===== src/rtl/uart_rx_core.sv =====
// UART receiver: 2-flop input synchronizer, 16x oversampling frame FSM with
// parity/stop checking, and a small receive FIFO with overflow detection.
module uart_rx_core #(
  parameter int FIFO_DEPTH = 4,
  parameter int DIV_W      = 12
) (
  input  logic                          mclk,
  input  logic                          reset,
  input  logic                          cfg_rx_en,
  input  logic [1:0]                    cfg_data_bits,
  input  logic                          cfg_stop_bits,
  input  logic                          cfg_par_en,
  input  logic                          cfg_par_even,
  input  logic [DIV_W-1:0]              cfg_divisor,
  input  logic                          rxd,
  input  logic                          rx_rd,
  output logic [7:0]                    rx_data,
  output logic                          rx_empty,
  output logic [$clog2(FIFO_DEPTH):0]   rx_count,
  output logic                          rx_busy,
  output logic                          par_err,
  output logic                          frm_err,
  output logic                          ovf_err
);

  localparam int PTR_W = $clog2(FIFO_DEPTH);
  localparam int CNT_W = PTR_W + 1;

  typedef enum logic [2:0] {
    IDLE   = 3'd0,
    START  = 3'd1,
    DATA   = 3'd2,
    PARITY = 3'd3,
    STOP1  = 3'd4,
    STOP2  = 3'd5
  } state_t;

  // Data bits above the character length are zero, so the full byte can be reduced.
  function automatic logic par_fail(input logic [7:0] data, input logic par_bit,
                                    input logic even);
    par_fail = (^data) ^ par_bit ^ ~even;
  endfunction

  state_t             state_q, state_d;
  logic               sync1_q, sync1_d;
  logic               rxd_s_q, rxd_s_d;
  logic               prev_q, prev_d;
  logic [DIV_W-1:0]   tick_cnt_q, tick_cnt_d;
  logic [3:0]         tcnt_q, tcnt_d;
  logic [2:0]         bit_idx_q, bit_idx_d;
  logic [7:0]         data_q, data_d;
  logic               par_bit_q, par_bit_d;
  logic               frm_q, frm_d;
  logic               busy_q, busy_d;
  logic               par_err_q, par_err_d;
  logic               frm_err_q, frm_err_d;
  logic               ovf_err_q, ovf_err_d;
  logic [7:0]         mem_q [FIFO_DEPTH];
  logic [7:0]         mem_d [FIFO_DEPTH];
  logic [PTR_W-1:0]   wr_ptr_q, wr_ptr_d;
  logic [PTR_W-1:0]   rd_ptr_q, rd_ptr_d;
  logic [CNT_W-1:0]   count_q, count_d;

  logic               tick_s, mid_s, end_s, fall_s, finish_s, frm_sample_s;
  logic [2:0]         last_idx_s;
  logic               rd_s, full_s, wr_ok_s;

  // Receive FSM, oversample timing and error pulse generation.
  always_comb begin
    sync1_d      = rxd;
    rxd_s_d      = sync1_q;
    prev_d       = rxd_s_q;
    state_d      = state_q;
    bit_idx_d    = bit_idx_q;
    data_d       = data_q;
    par_bit_d    = par_bit_q;
    frm_d        = frm_q;
    finish_s     = 1'b0;
    fall_s       = prev_q & ~rxd_s_q;
    last_idx_s   = {1'b0, cfg_data_bits} + 3'd4;
    tick_s       = (state_q != IDLE) && (tick_cnt_q == '0);
    mid_s        = tick_s && (tcnt_q == 4'd7);
    end_s        = tick_s && (tcnt_q == 4'd15);
    frm_sample_s = frm_q | ~rxd_s_q;

    // IDLE keeps the divider preloaded so the first tick lands divisor+1 cycles in.
    if (state_q == IDLE) begin
      tick_cnt_d = cfg_divisor;
      tcnt_d     = 4'd0;
    end else if (tick_s) begin
      tick_cnt_d = cfg_divisor;
      tcnt_d     = tcnt_q + 4'd1;
    end else begin
      tick_cnt_d = tick_cnt_q - DIV_W'(1);
      tcnt_d     = tcnt_q;
    end

    if (!cfg_rx_en) begin
      state_d = IDLE;
    end else begin
      case (state_q)
        IDLE: begin
          if (fall_s) begin
            state_d   = START;
            data_d    = 8'd0;
            bit_idx_d = 3'd0;
            par_bit_d = 1'b0;
            frm_d     = 1'b0;
          end else begin
            state_d = IDLE;
          end
        end
        START: begin
          if (mid_s && rxd_s_q) begin
            state_d = IDLE;
          end else if (end_s) begin
            state_d   = DATA;
            bit_idx_d = 3'd0;
          end else begin
            state_d = START;
          end
        end
        DATA: begin
          if (mid_s) begin
            data_d[bit_idx_q] = rxd_s_q;
          end else if (end_s) begin
            if (bit_idx_q == last_idx_s) begin
              state_d = cfg_par_en ? PARITY : STOP1;
            end else begin
              bit_idx_d = bit_idx_q + 3'd1;
            end
          end else begin
            state_d = DATA;
          end
        end
        PARITY: begin
          if (mid_s) begin
            par_bit_d = rxd_s_q;
          end else if (end_s) begin
            state_d = STOP1;
          end else begin
            state_d = PARITY;
          end
        end
        STOP1: begin
          if (mid_s && !cfg_stop_bits) begin
            finish_s = 1'b1;
            state_d  = IDLE;
          end else if (mid_s) begin
            frm_d = frm_sample_s;
          end else if (end_s) begin
            state_d = STOP2;
          end else begin
            state_d = STOP1;
          end
        end
        STOP2: begin
          if (mid_s) begin
            finish_s = 1'b1;
            state_d  = IDLE;
          end else begin
            state_d = STOP2;
          end
        end
        default: state_d = IDLE;
      endcase
    end

    busy_d    = (state_d != IDLE);
    par_err_d = finish_s && cfg_par_en && par_fail(data_q, par_bit_q, cfg_par_even);
    frm_err_d = finish_s && frm_sample_s;
  end

  // FIFO bookkeeping; a full FIFO accepts a write only when the same cycle pops.
  always_comb begin
    rd_s      = rx_rd && (count_q != '0);
    full_s    = (count_q == CNT_W'(FIFO_DEPTH));
    wr_ok_s   = finish_s && (!full_s || rd_s);
    ovf_err_d = finish_s && full_s && !rd_s;
    mem_d     = mem_q;
    if (wr_ok_s) begin
      mem_d[wr_ptr_q] = data_q;
      wr_ptr_d        = wr_ptr_q + PTR_W'(1);
    end else begin
      wr_ptr_d = wr_ptr_q;
    end
    if (rd_s) begin
      rd_ptr_d = rd_ptr_q + PTR_W'(1);
    end else begin
      rd_ptr_d = rd_ptr_q;
    end
    case ({wr_ok_s, rd_s})
      2'b10:   count_d = count_q + CNT_W'(1);
      2'b01:   count_d = count_q - CNT_W'(1);
      default: count_d = count_q;
    endcase
  end

  // State registers; the synchronizer and edge history reset to the idle level.
  always_ff @(posedge mclk or posedge reset) begin
    if (reset) begin
      state_q    <= IDLE;
      sync1_q    <= 1'b1;
      rxd_s_q    <= 1'b1;
      prev_q     <= 1'b1;
      tick_cnt_q <= '0;
      tcnt_q     <= 4'd0;
      bit_idx_q  <= 3'd0;
      data_q     <= 8'd0;
      par_bit_q  <= 1'b0;
      frm_q      <= 1'b0;
      busy_q     <= 1'b0;
      par_err_q  <= 1'b0;
      frm_err_q  <= 1'b0;
      ovf_err_q  <= 1'b0;
      wr_ptr_q   <= '0;
      rd_ptr_q   <= '0;
      count_q    <= '0;
      for (int i = 0; i < FIFO_DEPTH; i++) begin
        mem_q[i] <= 8'd0;
      end
    end else begin
      state_q    <= state_d;
      sync1_q    <= sync1_d;
      rxd_s_q    <= rxd_s_d;
      prev_q     <= prev_d;
      tick_cnt_q <= tick_cnt_d;
      tcnt_q     <= tcnt_d;
      bit_idx_q  <= bit_idx_d;
      data_q     <= data_d;
      par_bit_q  <= par_bit_d;
      frm_q      <= frm_d;
      busy_q     <= busy_d;
      par_err_q  <= par_err_d;
      frm_err_q  <= frm_err_d;
      ovf_err_q  <= ovf_err_d;
      wr_ptr_q   <= wr_ptr_d;
      rd_ptr_q   <= rd_ptr_d;
      count_q    <= count_d;
      mem_q      <= mem_d;
    end
  end

  assign rx_data  = mem_q[rd_ptr_q];
  assign rx_empty = (count_q == '0);
  assign rx_count = count_q;
  assign rx_busy  = busy_q;
  assign par_err  = par_err_q;
  assign frm_err  = frm_err_q;
  assign ovf_err  = ovf_err_q;

endmodule


===== config.mk =====
export PLATFORM = sky130hd
export DESIGN_NAME = uart_rx_core
export DESIGN_NICKNAME = d
export VERILOG_FILES = /design/src/rtl/uart_rx_core.sv
export SDC_FILE = /design/constraint.sdc
export NUM_CORES = 1
export LEC_CHECK = 0
export ABC_AREA = 1
export BUFFER_PORTS_ARGS = -buffer_cell sky130_fd_sc_hd__buf_4
export CAP_MARGIN = 20
export CORE_UTILIZATION = 35
export DETAILED_ROUTE_END_ITERATION = 12
export GPL_TIMING_DRIVEN = 0
export HOLD_SLACK_MARGIN = 0.02
export SLEW_MARGIN = 20
export SYNTH_ARGS = -nofsm -noshare
export SYNTH_HDL_FRONTEND = slang
export SYNTH_SLANG_ARGS = --single-unit

===== constraint.sdc =====
create_clock -name mclk -period 5.95 [get_ports mclk]
set_input_delay 0.8925 -clock mclk [delete_from_list [all_inputs] [get_ports mclk]]
set_output_delay 0.8925 -clock mclk [all_outputs]
set_load 0.01 [all_outputs]

Yosys cells after proc, flatten, opt, wreduce, memory -nomap -nowiden. Cells that the tools add are included.

Add/sub/neg operators: 8. Magnitude comparators: 5. Equality and inequality tests: 21. Muxes and demuxes: 49. Bitwise logic cells: 8. Reduce and logical (&&, ||, !) cells: 35.

Operators with widths (number): 3-bit two-way mux (16); 8-bit two-way mux (5); 32-bit bitwise mux (1); 12-bit two-way mux (2); 2-bit inequality test (second input constant) (10); 3-bit one-hot mux with 6 select lines (1); 8-bit binary-select mux with 2-bit select (1); 8-bit demux with 2-bit select (1); 8-bit one-hot mux with 2 select lines (1); 1-bit logical AND (14); 12-bit logical NOT (1); 3-bit nonzero test (4); 12-bit by 1-bit subtractor with 12-bit output (second input constant) (1); 1-bit two-way mux (10); 2-bit nonzero test (5); 3-bit == test (second input constant) (3); 3-bit one-hot mux with 3 select lines (1); 8-bit bitwise mux (1); 4-bit two-way mux (2); 4-bit AND reduction (2); 8-bit AND reduction (1); 8-bit parity (1); 3-bit by 1-bit adder with 3-bit output (second input constant) (2); 3-bit by 2-bit == test with 1-bit output (second input constant) (2); other kinds (27) (38).

Register bits after elaboration: 78. Bits of input ports: 22. Output and inout port bits: 16. Logic and storage cells: 147.

Logic depth before layout (Yosys ltp).
Word-level depth: 10. Gate-level depth with buffers: 16. Mapped depth without buffers: 16.

Worst setup path after synthesis. No wires, ideal clock.

Path type: register to output. Start: reg rd_ptr_q[0]. End: out rx_data[5]. Data arrival time: 1.206 ns. Data required time: 5.058 ns. Setup slack: 3.851 ns. Cell stages (with the launch flop): 6. Path buffers: 2. Path through: dfrtp_1 clkbuf_1 inv_1 clkbuf_1 o21ai_0 o22ai_1.

Word-level cells in the longest chain between the ends: 4.

Ends and longest elaborated chain: from (decl) (RTL line 61) `logic [PTR_W-1:0] rd_ptr_q, rd_ptr_d;`; from (signal assigned) (RTL line 238) `rd_ptr_q <= rd_ptr_d;`; 2-bit NOT with 3-bit output (implied by the code) (RTL line 244) `assign rx_data = mem_q[rd_ptr_q];`; 8-bit binary-select mux with 2-bit select (RTL line 244); 8-bit two-way mux (implied by the code) (2 in a row) (RTL line 244); to (decl) (RTL line 17) `output logic [7:0] rx_data,`.

No other way between the ends. The select of a mux whose other input is x is not followed.

Worst setup path in the final report.
Start: reg rd_ptr_q[0]. End: out rx_data[3].

The elaborated chain is that of the path after synthesis.

==> flow_summary.rst <==
.. list-table::
   :header-rows: 1

   * - Metric
     - Value
   * - Number of fill cells in the layout
     - 1149
   * - Clock period minus worst slack
     - 3.01 ns
   * - Routability cong.
     - 0.902
   * - Yosys reg bits
     - 78
   * - Achievable frequency
     - 332 MHz
   * - Setup TNS
     - 0 ns
   * - Predominant post-synthesis flop cell
     - sky130_fd_sc_hd__dfrtp_1
   * - Pleak
     - 0.00222 uW
   * - Skew final
     - 0.00791 ns
   * - Kind of critical path
     - reg2out
   * - Pwr Density
     - 307 nW/um^2
   * - Antenna violations before repair
     - 0
   * - Slew of the pin with the lowest slew margin
     - 0.592 ns
   * - Hold Fails Final Rpt
     - 0
   * - Post-CTS setup buffer count
     - 0
   * - Detailed-route via count
     - 3352
   * - Proportion of synthesized flip-flops having asynchronous set or reset
     - 100%
   * - Result of the run
     - finished, final reports clean
   * - Multi-input logic area
     - 1910 um^2
   * - Die Y-Extent
     - 111 um
   * - Diodes inserted
     - 0
   * - Width of the die
     - 111 um
   * - DRC viols
     - 0
   * - Largest incremental delay on the critical path
     - 0.44 ns
   * - Sequential cell area fraction in the yosys report
     - 47.3%
   * - Sequential standard cell area
     - 1960 um^2
   * - Post-synth EDFFs
     - 0
   * - Area of the mapped netlist
     - 4140 um^2
   * - Clock-pin slew reported for the worst setup and hold paths after clock tree synthesis
     - 0.06 ns
   * - Number of H-tree levels
     - 3
   * - Initial Utilization
     - 36.1%
   * - Number of placement rows
     - 39
   * - Global-route wire length before repair
     - 15.8 mm
   * - Non-Filler Cell Area, Final
     - 4910 um^2
   * - Arrival @ worst endpoint
     - 2.12 ns
   * - Io pins
     - 38
   * - Grt total ovfl
     - 0
   * - Number of nets in the final layout
     - 576
   * - Worst path cell trace
     - clkbuf_1 -> inv_1 -> clkbuf_1 -> nor2_1 -> o22ai_1 -> buf_4
   * - Number of distinct library cell variants in the gate-level netlist after synthesis
     - 36
   * - Fraction of layout instances using a drive strength above 1
     - 17.3%
   * - Number of global-route vias before repair
     - 3306
   * - Detailed-placement wirelength estimate
     - 6.38 mm
   * - Clock tree sinks
     - 78
   * - Number of buffers created by CTS
     - 9
   * - Iter 0 DRT Violations
     - 177
   * - Maximum resistive drop on vdd
     - 223 uV
   * - Drt pass-1 iters
     - 5
   * - Count of warnings emitted by yosys
     - 0
   * - Library cell used as clock root buffer
     - sky130_fd_sc_hd__clkbuf_16
   * - Filler-free cell count of the finished design
     - 693
   * - Tot GR Track Use
     - 16.1%
   * - Final-report setup violation count
     - 0
   * - Most Frequent Cell on Critical Path
     - sky130_fd_sc_hd__clkbuf_1
   * - Maximum capacitance violations
     - 0
   * - Min-Delay Path Class
     - reg2reg
   * - Area growth from synthesis to final layout
     - 18.6%
   * - Max-slew violations
     - 0
   * - Largest net degree at the start of global routing
     - 53
   * - Clock tree from TritonCTS
     - built
   * - Slew Limit Headroom
     - 60.4%
   * - Routed wire length per instance
     - 13.1 um
   * - Routed WL
     - 9.06 mm
   * - Net count after synthesis
     - 527
   * - Number of routed nets with antenna violations
     - 0
   * - Worst setup SP type
     - flip-flop
   * - Post-DP Area
     - 4620 um^2
   * - Vias/cell
     - 4.84
   * - Worst-path maximum fanout
     - 10
   * - Clk_lat worst skew
     - 0.34 ns
   * - WP data required
     - 5.06 ns
   * - Die Footprint
     - 12300 um^2
   * - Cell total after placement
     - 677
   * - Number of port buffers
     - 37
   * - Core area
     - 11500 um^2
   * - Share of the clock period used by the worst path
     - 50.6%
   * - Hold-fix buffer count after cts
     - 0
   * - RSZ-0062 raised after global routing
     - false
   * - Post-cts resize count
     - 0
   * - Element type at the critical path end
     - primary output
   * - Cell count after synthesis
     - 496
   * - Mean post-synth cell area
     - 8.34 um^2
   * - Maximum number of buffers from clock root to sink
     - 2
   * - Cell type of the slowest stage on the worst timing path
     - sky130_fd_sc_hd__clkbuf_1
## through the flow
| step | power (uW) | setup WS (ns) | hold slack [ns] | util (%) |
|---|---|---|---|---|
| 6_report | 1500 | 2.94 | 0.357 | 42.8 |
| 3_3_place_gp | 983 | 2.00 | 0.347 | 40.1 |
| 5_1_grt | 1590 | 2.88 | 0.359 | 42.8 |
| 3_5_place_dp | 993 | 3.31 | 0.347 | 40.3 |
| 4_1_cts | 1520 | 2.94 | 0.356 | 42.8 |
| 2_1_floorplan | 831 | 3.07 | 0.345 | - |
## worst max-delay path: cells and delay by family, from the launching register on
family | cells | cell delay [ns]
buf+inv | 4 | 1.07
compound gates | 1 | 0.26
simple gates | 1 | 0.09
flops | 1 | 0.36
## where the power goes
part	leakage, uW	switching (uW)	total (uW)	internal (uW)
combinational	0.00105	234	391	157
sequential	0.00103	29.3	590	561
clock	0.000131	229	524	295
## flip-flops by register name, summed over array words and instances (netlist names)
register,cells
bit_idx_q,3
data_q,8
frm_err,1
frm_q,1
mem_q,32
ovf_err,1
par_bit_q,1
par_err,1
prev_d,1
prev_q,1
rd_ptr_q,2
rx_busy,1
rx_count,3
rxd_s_d,1
state_q,3
tcnt_q,4
tick_cnt_q,12
wr_ptr_q,2
## kinds of logic (layout without fill, tap and decap cells)
group                      count (synthesis)  in the layout  share of synthesized area (%)
xor gates and xnor gates                  20             20                           4.23
DFF                                       78             78                           47.3
buffers and inverters                     63            117                           6.56
and+or+nand+nor                          220            220                           24.2
adders and majority gates                  9              9                           2.90
AOI/OAI and AO/OA                        106            106                           14.8
## synthesized netlist by cell type, types with 4 or more instances
| cell type | count | share of area, % |
|---|---|---|
| sky130_fd_sc_hd__nand3_4 | 5 | 2.1 |
| sky130_fd_sc_hd__inv_1 | 47 | 4.3 |
| sky130_fd_sc_hd__a21oi_1 | 6 | 0.73 |
| sky130_fd_sc_hd__xnor2_1 | 6 | 1.3 |
| sky130_fd_sc_hd__ha_1 | 8 | 2.4 |
| sky130_fd_sc_hd__o21ai_2 | 13 | 2.8 |
| sky130_fd_sc_hd__nand2_1 | 114 | 10 |
| sky130_fd_sc_hd__xor2_1 | 14 | 3.0 |
| sky130_fd_sc_hd__nor2_2 | 4 | 0.60 |
| sky130_fd_sc_hd__nor3_1 | 6 | 0.73 |
| sky130_fd_sc_hd__nand3_1 | 23 | 2.8 |
| sky130_fd_sc_hd__dfrtp_1 | 75 | 45 |
| sky130_fd_sc_hd__nor2_1 | 54 | 4.9 |
| sky130_fd_sc_hd__o21ai_0 | 48 | 5.8 |
| sky130_fd_sc_hd__clkbuf_1 | 9 | 0.82 |
| sky130_fd_sc_hd__o22ai_1 | 8 | 1.2 |
| sky130_fd_sc_hd__o21ai_1 | 21 | 2.5 |
| sky130_fd_sc_hd__buf_6 | 4 | 1.1 |
## final timing paths
check / startpoint / end / slack (ns) / cells past startpoint
setup / recovery: rd_ptr_q[0]$_DFFE_PP0P_ / rx_data[3] / 2.94 / 6
hold / removal: rxd_s_d$_DFF_PP1_ / prev_d$_DFF_PP1_ / 0.36 / 0
max in group asynchronous: reset / rx_count[0]$_DFFE_PP0P_ / 4.84 / 3
hold reg to reg: rxd_s_d$_DFF_PP1_ / prev_d$_DFF_PP1_ / 0.36 / 0
min in group asynchronous: reset / tick_cnt_q[3]$_DFF_PP0_ / 0.54 / 2
setup reg to reg: tick_cnt_q[0]$_DFF_PP0_ / rx_count[1]$_DFFE_PP0P_ / 3.70 / 14
## layout make-up
cell class                      count  share of cell area (%)
Tap cell                          143                    3.65
Clock buffer                       10                    4.87
Clock inverter                      6                   0.918
Inverter                           50                    3.98
Sequential cell                    78                    39.9
Timing Repair Buffer               38                    6.22
Buffer                             13                    1.61
Multi-Input combinational cell    355                    38.9
## layout by cell type, fill, tap and decap left out, types with 4 or more instances in the layout
master	netlist	routed
sky130_fd_sc_hd__nand2_1	114	114
sky130_fd_sc_hd__xor2_1	14	14
sky130_fd_sc_hd__clkbuf_1	9	9
sky130_fd_sc_hd__o22ai_1	8	8
sky130_fd_sc_hd__a21oi_1	6	6
sky130_fd_sc_hd__ha_1	8	8
sky130_fd_sc_hd__xnor2_1	6	6
sky130_fd_sc_hd__nor2_1	54	54
sky130_fd_sc_hd__buf_6	4	4
sky130_fd_sc_hd__inv_1	47	46
sky130_fd_sc_hd__nand3_4	5	5
sky130_fd_sc_hd__nor3_1	6	6
sky130_fd_sc_hd__o21ai_0	48	48
sky130_fd_sc_hd__o21ai_1	21	21
sky130_fd_sc_hd__dfrtp_1	75	75
sky130_fd_sc_hd__nor2_2	4	4
sky130_fd_sc_hd__clkbuf_16	0	9
sky130_fd_sc_hd__buf_4	0	37
sky130_fd_sc_hd__o21ai_2	13	13
sky130_fd_sc_hd__nand3_1	23	23
## routing by layer
layer	vias up	GRT usage [%]	part of all wire [%]	wire [um]
li1	1724	-	-	-
met3	11	3.72	3.0	275
met5	-	0	0	0
met1	1569	20.5	46	4200
met2	48	27.0	49	4460
met4	0	5.42	1.4	123
(Power assumes the default switching activity.)
